===== src/rtl/uart_fifo_bridge.sv =====
// uart_fifo_bridge: TX/RX byte FIFOs between the bus-side UART registers and UART_core.
//
// Ports:
//   clk, rst          system clock, synchronous active-high reset
//   tx_en             core transmitter enabled; no byte is launched while low
//   tx_push/tx_wdata  enqueue one byte for transmission
//   tx_flush          drop all queued TX bytes
//   tx_full/tx_count  TX FIFO status (registered-state derived)
//   rx_pop            discard RX head; rx_rdata shows the head (first-word-fall-through)
//   rx_flush          drop all buffered RX bytes
//   rx_rdata/rx_empty/rx_count  RX FIFO status (registered-state derived)
//   clr_err           clear sticky tx_overflow / rx_overrun
//   core_we/core_di   byte launch into the core (reg_dat_we/reg_dat_di)
//   core_tx_empty     core transmit buffer empty (tx_buf_empty)
//   core_re           combinational read strobe to the core (reg_dat_re)
//   core_do/core_rx_valid  received byte from the core (reg_dat_do/rx_buf_valid)
module uart_fifo_bridge #(
    parameter int unsigned DEPTH_LOG2 = 4
) (
    input  logic                  clk,
    input  logic                  rst,
    input  logic                  tx_en,
    input  logic                  tx_push,
    input  logic [7:0]            tx_wdata,
    input  logic                  tx_flush,
    output logic                  tx_full,
    output logic [DEPTH_LOG2:0]   tx_count,
    input  logic                  rx_pop,
    input  logic                  rx_flush,
    output logic [7:0]            rx_rdata,
    output logic                  rx_empty,
    output logic [DEPTH_LOG2:0]   rx_count,
    input  logic                  clr_err,
    output logic                  tx_overflow,
    output logic                  rx_overrun,
    output logic                  core_we,
    output logic [7:0]            core_di,
    input  logic                  core_tx_empty,
    output logic                  core_re,
    input  logic [7:0]            core_do,
    input  logic                  core_rx_valid
);

    localparam int unsigned PW    = DEPTH_LOG2;
    localparam int unsigned CW    = DEPTH_LOG2 + 1;
    localparam int unsigned DEPTH = 1 << DEPTH_LOG2;

    typedef enum logic [1:0] {T_IDLE, T_ISSUE, T_GUARD} tx_state_t;
    typedef enum logic       {R_IDLE, R_GUARD}          rx_state_t;

    // ---------------- TX FIFO ----------------
    logic [7:0]    tx_mem [DEPTH];
    logic [PW-1:0] tx_wptr, tx_rptr;
    logic [CW-1:0] tx_cnt;
    logic          tx_full_int;
    logic          tx_wr, tx_rd, tx_ovf_set;

    tx_state_t tx_state, tx_next;
    logic      tx_launch;

    assign tx_full_int = (tx_cnt == CW'(DEPTH));
    assign tx_full     = tx_full_int;
    assign tx_count    = tx_cnt;

    // Full is judged before the edge, so a same-cycle launch never makes room.
    assign tx_wr      = tx_push & ~tx_full_int & ~tx_flush;
    assign tx_ovf_set = tx_push &  tx_full_int & ~tx_flush;
    assign tx_rd      = tx_launch;

    // TX storage (no reset needed; validity tracked by pointers)
    always_ff @(posedge clk) begin
        if (tx_wr) begin
            tx_mem[tx_wptr] <= tx_wdata;
        end
    end

    // TX pointers and occupancy
    always_ff @(posedge clk) begin
        if (rst || tx_flush) begin
            tx_wptr <= '0;
            tx_rptr <= '0;
            tx_cnt  <= '0;
        end else begin
            if (tx_wr) tx_wptr <= tx_wptr + PW'(1);
            if (tx_rd) tx_rptr <= tx_rptr + PW'(1);
            case ({tx_wr, tx_rd})
                2'b10:   tx_cnt <= tx_cnt + CW'(1);
                2'b01:   tx_cnt <= tx_cnt - CW'(1);
                default: tx_cnt <= tx_cnt;
            endcase
        end
    end

    // TX FSM next state: launch, one-cycle strobe, then one cycle ignoring a stale tx_buf_empty
    always_comb begin
        tx_next   = tx_state;
        tx_launch = 1'b0;
        unique case (tx_state)
            T_IDLE: begin
                if (tx_en && core_tx_empty && (tx_cnt != '0)) begin
                    tx_launch = 1'b1;
                    tx_next   = T_ISSUE;
                end
            end
            T_ISSUE: tx_next = T_GUARD;
            T_GUARD: tx_next = T_IDLE;
            default: tx_next = T_IDLE;
        endcase
    end

    // TX FSM state and registered core strobe/data
    always_ff @(posedge clk) begin
        if (rst) begin
            tx_state <= T_IDLE;
            core_we  <= 1'b0;
            core_di  <= '0;
        end else begin
            tx_state <= tx_next;
            core_we  <= (tx_next == T_ISSUE);
            if (tx_launch) core_di <= tx_mem[tx_rptr];
        end
    end

    // ---------------- RX FIFO ----------------
    logic [7:0]    rx_mem [DEPTH];
    logic [PW-1:0] rx_wptr, rx_rptr;
    logic [CW-1:0] rx_cnt;
    logic          rx_full_int, rx_empty_int;
    logic          rx_wr, rx_rd, rx_ovr_set;

    rx_state_t rx_state, rx_next;

    assign rx_full_int  = (rx_cnt == CW'(DEPTH));
    assign rx_empty_int = (rx_cnt == '0);
    assign rx_empty     = rx_empty_int;
    assign rx_count     = rx_cnt;
    assign rx_rdata     = rx_mem[rx_rptr];

    // A pop while full frees no space this cycle, so the core byte is dropped.
    assign rx_wr      = core_re & ~rx_full_int & ~rx_flush;
    assign rx_ovr_set = core_re &  rx_full_int & ~rx_flush;
    assign rx_rd      = rx_pop  & ~rx_empty_int & ~rx_flush;

    // RX FSM: acknowledge a valid byte, then skip one cycle while the core clears rx_buf_valid
    always_comb begin
        rx_next = rx_state;
        core_re = 1'b0;
        unique case (rx_state)
            R_IDLE: begin
                if (core_rx_valid) begin
                    core_re = 1'b1;
                    rx_next = R_GUARD;
                end
            end
            R_GUARD: rx_next = R_IDLE;
            default: rx_next = R_IDLE;
        endcase
    end

    // RX FSM state register
    always_ff @(posedge clk) begin
        if (rst) rx_state <= R_IDLE;
        else     rx_state <= rx_next;
    end

    // RX storage
    always_ff @(posedge clk) begin
        if (rx_wr) begin
            rx_mem[rx_wptr] <= core_do;
        end
    end

    // RX pointers and occupancy
    always_ff @(posedge clk) begin
        if (rst || rx_flush) begin
            rx_wptr <= '0;
            rx_rptr <= '0;
            rx_cnt  <= '0;
        end else begin
            if (rx_wr) rx_wptr <= rx_wptr + PW'(1);
            if (rx_rd) rx_rptr <= rx_rptr + PW'(1);
            case ({rx_wr, rx_rd})
                2'b10:   rx_cnt <= rx_cnt + CW'(1);
                2'b01:   rx_cnt <= rx_cnt - CW'(1);
                default: rx_cnt <= rx_cnt;
            endcase
        end
    end

    // Sticky error flags; a new event outranks a same-cycle clear
    always_ff @(posedge clk) begin
        if (rst) begin
            tx_overflow <= 1'b0;
            rx_overrun  <= 1'b0;
        end else begin
            if (tx_ovf_set)   tx_overflow <= 1'b1;
            else if (clr_err) tx_overflow <= 1'b0;
            if (rx_ovr_set)   rx_overrun  <= 1'b1;
            else if (clr_err) rx_overrun  <= 1'b0;
        end
    end

endmodule


===== config.mk =====
export PLATFORM = sky130hd
export DESIGN_NAME = uart_fifo_bridge
export DESIGN_NICKNAME = d
export VERILOG_FILES = /design/src/rtl/uart_fifo_bridge.sv
export SDC_FILE = /design/constraint.sdc
export NUM_CORES = 1
export LEC_CHECK = 0
export BUFFER_PORTS_ARGS = -buffer_cell sky130_fd_sc_hd__buf_2
export CAP_MARGIN = 25
export CORE_ASPECT_RATIO = 0.8
export CORE_UTILIZATION = 37
export CTS_BUF_LIST = sky130_fd_sc_hd__clkbuf_4
export DETAILED_ROUTE_END_ITERATION = 7
export HOLD_SLACK_MARGIN = 0.03
export SLEW_MARGIN = 20
export SYNTH_ARGS = -nofsm -noshare
export SYNTH_HDL_FRONTEND = slang
export SYNTH_SLANG_ARGS = --single-unit

===== constraint.sdc =====
create_clock -name clk -period 3.8 [get_ports clk]
set_input_delay 0.38 -clock clk [delete_from_list [all_inputs] [get_ports clk]]
set_output_delay 0.38 -clock clk [all_outputs]
set_load 0.01 [all_outputs]

==> results of run 1 <==
metrics by stage:
stage	setup slack, ps	instances
after floorplan	915	659
after global placement	836	1111
after detailed placement	501	1112
after CTS	433	1252
after global routing	238	1254
final	425	1254
power by group through the flow:
stage | logic [W] | registers [W] | clock network, W
detailed placement | 0.000162 | 0.00366 | 0
global placement | 0.000153 | 0.00366 | 0
finish | 0.000167 | 0.00359 | 0.00255
global route | 0.000183 | 0.00359 | 0.00282
floorplan | 0.0000772 | 0.00366 | 0
CTS | 0.000169 | 0.00359 | 0.00264
layer usage:
layer  GRT usage  up-vias
li1            -     2902
met1       0.217     3363
met2       0.244      213
met3      0.0405       48
met4      0.0588        0
met5           0        -
cell type report:
class	count	area, µm²	area share
Multi-Input combinational cell	308	3230	0.235
Clock buffer	105	788	0.0572
Clock inverter	27	113	0.00818
Tap cell	420	526	0.0382
Antenna cell	2	5.00	0.000363
Timing Repair Buffer	79	490	0.0356
Inverter	13	48.8	0.00354
Sequential cell	300	8570	0.622
worst max-delay path by stage:
stage                        startpoint          end  depth (start not counted)
after floorplan             rx_count[2]  rx_count[2]                         12
after global placement    core_rx_valid  rx_count[2]                         11
after detailed placement    rx_count[2]  rx_count[2]                         10
after CTS                      register  rx_rdata[7]                          4
after global routing        rx_count[2]  rx_count[2]                         10
final                       rx_count[2]  rx_count[2]                         10
state kept, by name, indices dropped and copies added, names as in the netlist, named ones only:
register	flops
core_di	8
tx_mem	128
tx_rptr	4
rx_count	5
tx_state	2
rx_rptr	4
rx_wptr	4
tx_wptr	4
core_we	1
rx_mem	128
rx_state	1
rx_overrun	1
tx_overflow	1
tx_count	5
logic make-up (layout without fill, tap and decap cells):
logic type	count (synthesis)	after routing	share of synthesized area
other	0	2	0
muxes	92	92	0.152
buffers and inverters	51	224	0.0173
and+or+nand+nor	137	137	0.0557
DFF	300	300	0.714
AOI/OAI and AO/OA	45	45	0.0319
adders and majority gates	16	16	0.0167
xor gates and xnor gates	18	18	0.0131
cell usage in the layout, fill, tap and decap left out, types with 3 or more instances in the layout:
master           n
inv_2            3
inv_1           12
buf_2           57
clkbuf_4       105
o21ai_0          5
nor3_1          11
dfxtp_1         42
edfxtp_1       256
nand2b_1         8
nor2_1          62
xor2_1          12
mux4_2          72
buf_4           12
mux2i_1         20
ha_1            16
or3_1            3
nand2_1         22
o221ai_2         8
nor2b_1          3
nand4_1          4
dlygate4sd3_1    8
a22oi_1          4
nand3b_1         9
a21oi_1         11
xnor2_1          6
clkinv_1        21
==> metrics.md, run 1 <==
| Metric | Value |
|---|---|
| Outcome | finished clean |
| Seq pwr share | 0.569 |
| Crit path top cell by count | ha_1 |
| First-pass GRT wire length | between 30,000 and 40,000 µm |
| Fin util | 0.434 |
| Vias in the first global route | between 6,000 and 7,000 |
| Total track usage | 0.158 |
| Cts repair resizes | 0 |
| CP Capture Type | register |
| Root buffer cell | clkbuf_4 |
| # IOs | 58 |
| Fin. max-slew vios | 0 |
| Total power | about 0.0063 W |
| Top sig layer | met4 |
| Clock sinks | 300 |
| Final number of hold-violating endpoints | 0 |
| # rows | 58 |
| Mapped Avg Cell Area | ~18 µm² |
| Final nets | ~820 |
| Hold WS | about 97 ps |
| Max Fclk | between 0.2 and 0.3 GHz |
| Tmin final | 3380 ps |
| Post-CTS setup buffer count | 0 |
| Setup CP Type | reg2reg |
| WL/cell | roughly 20 µm |
| GRT overflow | 0 |
| Leakage | about 4.5 nW |
| Hold Path Depth | 1 |
| Most frequent cell after synthesis | edfxtp_1 |
| Clock Power Share | 0.405 |
| CTS tree | done |
| Post-Syn Instances | approximately 660 |
| Core area | 0.0317 mm² |
| Die Area | ~0.033 mm² |
| PwrDens | approximately 460 mW/mm² |
| DRC errors left | 0 |
| Worst Path Required | approximately 4400 ps |
| Crit-path max cell delay | between 600 and 700 ps |
| ANT nets after route | 0 |
| Largest net degree at the start of global routing | 36 |
| Share of the synthesized area in the top cell type | 0.640 |
| DR pass1 iterations | 5 |
| CP delay by family, top | compound AO/OA/AOI/OAI gates |
| Area Overhead vs Synth | 14.7% |
| Dpl cell area | 0.0128 mm² |
| Min-delay src | tx_wdata[5] |
| Slowest cell on crit path | a211oi_2 |
| Post-DP HPWL | 15,800 µm |
| Hold WC Path Type | in2reg |
| Layout Skew | around 77 ps |
| FF+latch count, synth | 300 |
| Clock Tree Buf Depth | 3 |
| Rel. slew slack | 0.329 |
| Port bufs | 57 |
| Cells on worst reg2reg path | 10 |
| Comb pwr share | 0.027 |
| Count of cell types in the netlist | 49 |
| WP data arrival | 3920 ps |
| Die W | 203 µm |
| RSZ-0062 raised after global routing | false |
| Post-route cell area | about 0.014 mm² |
| WL met3 | between 1000 and 1500 µm |
| Worst r2r dst | rx_count[2] |
| Synth Flop Type | edfxtp_1 |
| Final period utilization | 0.888 |
| Max Cap Viol | 0 |
| Clock transition at the registers of the reported paths | 70 ps |
| Htree depth | 3 |
| Via count | between 6,000 and 7,000 |
| RePlAce Congestion | roughly 0.81 |
| EDFF count, synth | around 260 |
| Worst hold path endpoint | tx_mem[15][5] |
| # setup viols final | 0 |
| Fillers | between 2,000 and 3,000 |
| # hold bufs at CTS | 8 |
| Ys async rst share | 0 |
| Layout cell share with drive strength beyond 1 | 0.328 |
| Cell taking the most area after synthesis | edfxtp_1 |
| Critical-path cell list | nor4_2 > a211oi_2 > inv_1 > ha_1 > xor2_1 > ha_1 > or3b_2 > o211ai_1 > xnor2_1 > nor2_1 |
| Syn Nets | around 700 |
| Net Sw Frac | 0.220 |
| Clock buffer count from CTS | 75 |
| Clock Latency Late Sink | between 600 and 700 ps |
| Startpoint Class | register |
| Worst Tran Pin Value | approximately 1000 ps |
| Ranking of synthesized cells by area | edfxtp_1 (64%), mux4_2 (14%), dfxtp_1 (7.3%), nor2_1 (1.9%), ha_1 (1.7%) |
| Initial antenna violation count | 1 |
| Die height | ~160 µm |
| Post-synth top cells | edfxtp_1 (256), mux4_2 (72), nor2_1 (62) |
| Vias/cell | 5.20 |
| Seq/Total Area, Yosys | 0.714 |
| Setup TNS | 0 ps |
| DR iter-0 viols | between 400 and 500 |
| Wl on met1 | approximately 11,000 µm |
| Maximum vdd drop | between 0.0002 and 0.00025 V |
| Critical-path maximum fanout | 12 |
| Buf+Inv Stages, Crit Path | 1 |
| Mapped cell area | between 0.01 and 0.015 mm² |
| Routed wire length | roughly 25,000 µm |
| Reg2reg setup slack | between 400 and 500 ps |
| Synthesis Warnings | 0 |
| Pint | approximately 0.0049 W |
| FF-to-FF Start | rx_count[2] |
| Sw power | around 0.0014 W |
| Met2 routed wirelength | between 10,000 and 15,000 µm |
| Initial Util | 0.379 |
(Power assumes the default switching activity.)
==> run 2, diff against run 1 <==
--- a/config.mk
+++ b/config.mk
@@ -12,6 +12,7 @@
 export CTS_BUF_LIST = sky130_fd_sc_hd__clkbuf_4
 export DETAILED_ROUTE_END_ITERATION = 7
 export HOLD_SLACK_MARGIN = 0.03
+export RECOVER_POWER = 100
 export SLEW_MARGIN = 20
 export SYNTH_ARGS = -nofsm -noshare
 export SYNTH_HDL_FRONTEND = slang
==> run 2 against run 1 <==
  * Clock skew is 0.94 ps lower
  * Clock power hardly changed
  * Critical path depth unchanged
  * Power barely moved
  * Sequential share of layout area grew 0.55 points
  * Via count is 0.23% higher
==> metrics.md, run 2 (synthesis gave the netlist of run 1 again) <==
| Metric | Value |
|---|---|
| Worst setup margin | 407 ps (was 425 ps) |
| Layout cell share with drive strength beyond 1 | 0.257 (was 0.328) |
| Final period utilization | 0.893 (was 0.888) |
| Clock transition at the registers of the reported paths | 70 ps (about the same) |
| Clock sinks | 300 (unchanged) |
| Sw power | 0.00139 W (about the same) |
| Htree depth | 3 (unchanged) |
| CP Capture Type | register (unchanged) |
| Leakage | 4.29 nW (was 4.49 nW) |
| Worst Tran Pin Value | 1020 ps (was 1000 ps) |
| DR iter-0 viols | 399 (was 439) |
| Clock Latency Late Sink | 690 ps (about the same) |
| Fillers | 2,801 (was 2,770) |
| Post-place setup slack | 501 ps (unchanged) |
| Area of the multi-input gates | 0.00320 mm² (was 0.00323 mm²) |
| DR pass1 iterations | 5 (unchanged) |
| RSZ-0062 raised after global routing | false (unchanged) |
| Routed wire length | 25,300 µm (was 25,200 µm) |
| # IOs | 58 (unchanged) |
| Cts repair resizes | 0 (unchanged) |
| WP data arrival | 3940 ps (was 3920 ps) |
| Max Cap Viol | 0 (unchanged) |
| Final nets | 819 (unchanged) |
| Vias in the first global route | 6,931 (unchanged) |
| Rel. slew slack | 0.317 (was 0.329) |
| DRC errors left | 0 (unchanged) |
| Post-DP HPWL | 15,800 µm (unchanged) |
| Pint | 0.00492 W (about the same) |
| Seq pwr share | 0.569 (about the same) |
| Net Sw Frac | 0.220 (about the same) |
| Tmin final | 3390 ps (was 3380 ps) |
| Layout Skew | 76.3 ps (was 77.2 ps) |
| Initial antenna violation count | 1 (unchanged) |
| WL/cell | 20.1 µm (about the same) |
| Comb pwr share | 0.025 (was 0.027) |
| Setup CP Type | reg2reg (unchanged) |
| Total track usage | 0.158 (unchanged) |
| Post-CTS setup buffer count | 0 (unchanged) |
| CTS tree | done (unchanged) |
| Max Fclk | 0.295 GHz (was 0.296 GHz) |
| Outcome | finished clean (unchanged) |
| Port bufs | 57 (unchanged) |
| Die Area | 0.0332 mm² (unchanged) |
| # rows | 58 (unchanged) |
| Via count | 6,541 (was 6,526) |
| Worst Path Required | 4350 ps (about the same) |
| Reg area | 0.00857 mm² (unchanged) |
| # setup viols final | 0 (unchanged) |
| Clock Tree Buf Depth | 3 (unchanged) |
| Startpoint Class | register (unchanged) |
| Area Overhead vs Synth | 13.7% (was 14.7%) |
| Root buffer cell | clkbuf_4 (unchanged) |
| Maximum vdd drop | 0.000219 V (was 0.000220 V) |
| # hold bufs at CTS | 8 (unchanged) |
| RePlAce Congestion | 0.813 (unchanged) |
| PwrDens | 462 mW/mm² (was 458 mW/mm²) |
| First-pass GRT wire length | 39,400 µm (unchanged) |
| Initial Util | 0.379 (unchanged) |
| Commonest cells after routing, fill and taps aside | edfxtp_1 (256), clkbuf_4 (105), mux4_2 (72) (unchanged) |
| Setup TNS | 0 ps (unchanged) |
| Critical-path maximum fanout | 12 (unchanged) |
| Final number of hold-violating endpoints | 0 (unchanged) |
| Clock buffer count from CTS | 75 (unchanged) |
| Core area | 0.0317 mm² (unchanged) |
| Hold WC Path Type | in2reg (unchanged) |
| Die height | 163 µm (unchanged) |
| Vias/cell | 5.22 (was 5.20) |
| Most common cell after layout, fill and taps aside | edfxtp_1 (unchanged) |
| GRT overflow | 0 (unchanged) |
| Clock Power Share | 0.405 (about the same) |
| ANT nets after route | 0 (unchanged) |
| Largest net degree at the start of global routing | 36 (unchanged) |
| Regs by FF count | rx_mem (128), tx_mem (128), core_di (8) (unchanged) |
| Fin. max-slew vios | 0 (unchanged) |
| Die W | 203 µm (unchanged) |
-- run 2: cell types whose count changed in the layout (fill, tap and decap cells not counted), moves of 2 or more --
| cell | before | now |
|---|---|---|
| clkbuf_1 | 0 | 53 |
| buf_2 | 57 | 13 |
| buf_4 | 12 | 3 |
| o221ai_1 | 0 | 3 |
| o221ai_2 | 8 | 5 |
| and2_0 | 0 | 2 |
| and2_1 | 2 | 0 |
| nor4_1 | 1 | 3 |
| nor4_2 | 2 | 0 |
-- run 2: path summary, 6_finish.rpt --
| check | start | end | slack (ps) | cells past startpoint |
|---|---|---|---|---|
| max | rx_count[1] | rx_count[2] | 410 | 10 |
| min | core_rx_valid | rx_state | 90 | 3 |
| max reg2reg | rx_count[1] | rx_count[2] | 410 | 10 |
| min reg2reg | tx_state[1] | tx_state[1] | 420 | 1 |
-- run 2: stage by stage --
step | total power [W] | hold slack [ps] | cell area (µm²) | cells | util
2_1_floorplan | 0.00374 | 400 | 12000 | 659 | -
3_3_place_gp | 0.00381 | 414 | 12800 | 1111 | 0.403
3_5_place_dp | 0.00382 | 414 | 12800 | 1112 | 0.403
4_1_cts | 0.00640 | 31.5 | 13800 | 1252 | 0.434
5_1_grt | 0.00659 | 56.2 | 13700 | 1254 | 0.431
6_report | 0.00631 | 93.3 | 13700 | 1254 | 0.431
-- run 2: power groups by stage --
stage          registers, W   logic, W  clock network, W
2_1_floorplan       0.00366  0.0000772                 0
3_3_place_gp        0.00366   0.000153                 0
3_5_place_dp        0.00366   0.000162                 0
4_1_cts             0.00359   0.000169           0.00264
5_1_grt             0.00359   0.000176           0.00282
6_report            0.00359   0.000160           0.00256
-- run 2: area by class of cell --
type	instances	share of cell area
Multi-Input combinational cell	308	0.234
Timing Repair Buffer	79	0.0294
Tap cell	420	0.0385
Clock inverter	27	0.00825
Antenna cell	2	0.000367
Inverter	13	0.00357
Sequential cell	300	0.628
Clock buffer	105	0.0577
-- run 2: critical path, stage by stage, from the launching register on --
cell	delay, ps
dfxtp_1	400
nor4_1	670
a211oi_2	330
inv_1	120
ha_1	390
xor2_1	130
ha_1	250
or3b_2	470
o211ai_1	290
xnor2_1	170
nor2_1	60
-- run 2: per-layer routing --
layer | vias to the layer above | part of all wire | global-route usage
met5 | - | 0 | 0
met2 | 244 | 0.47 | 0.244
met3 | 47 | 0.055 | 0.0405
li1 | 2899 | - | -
met4 | 0 | 0.022 | 0.0588
met1 | 3351 | 0.45 | 0.217
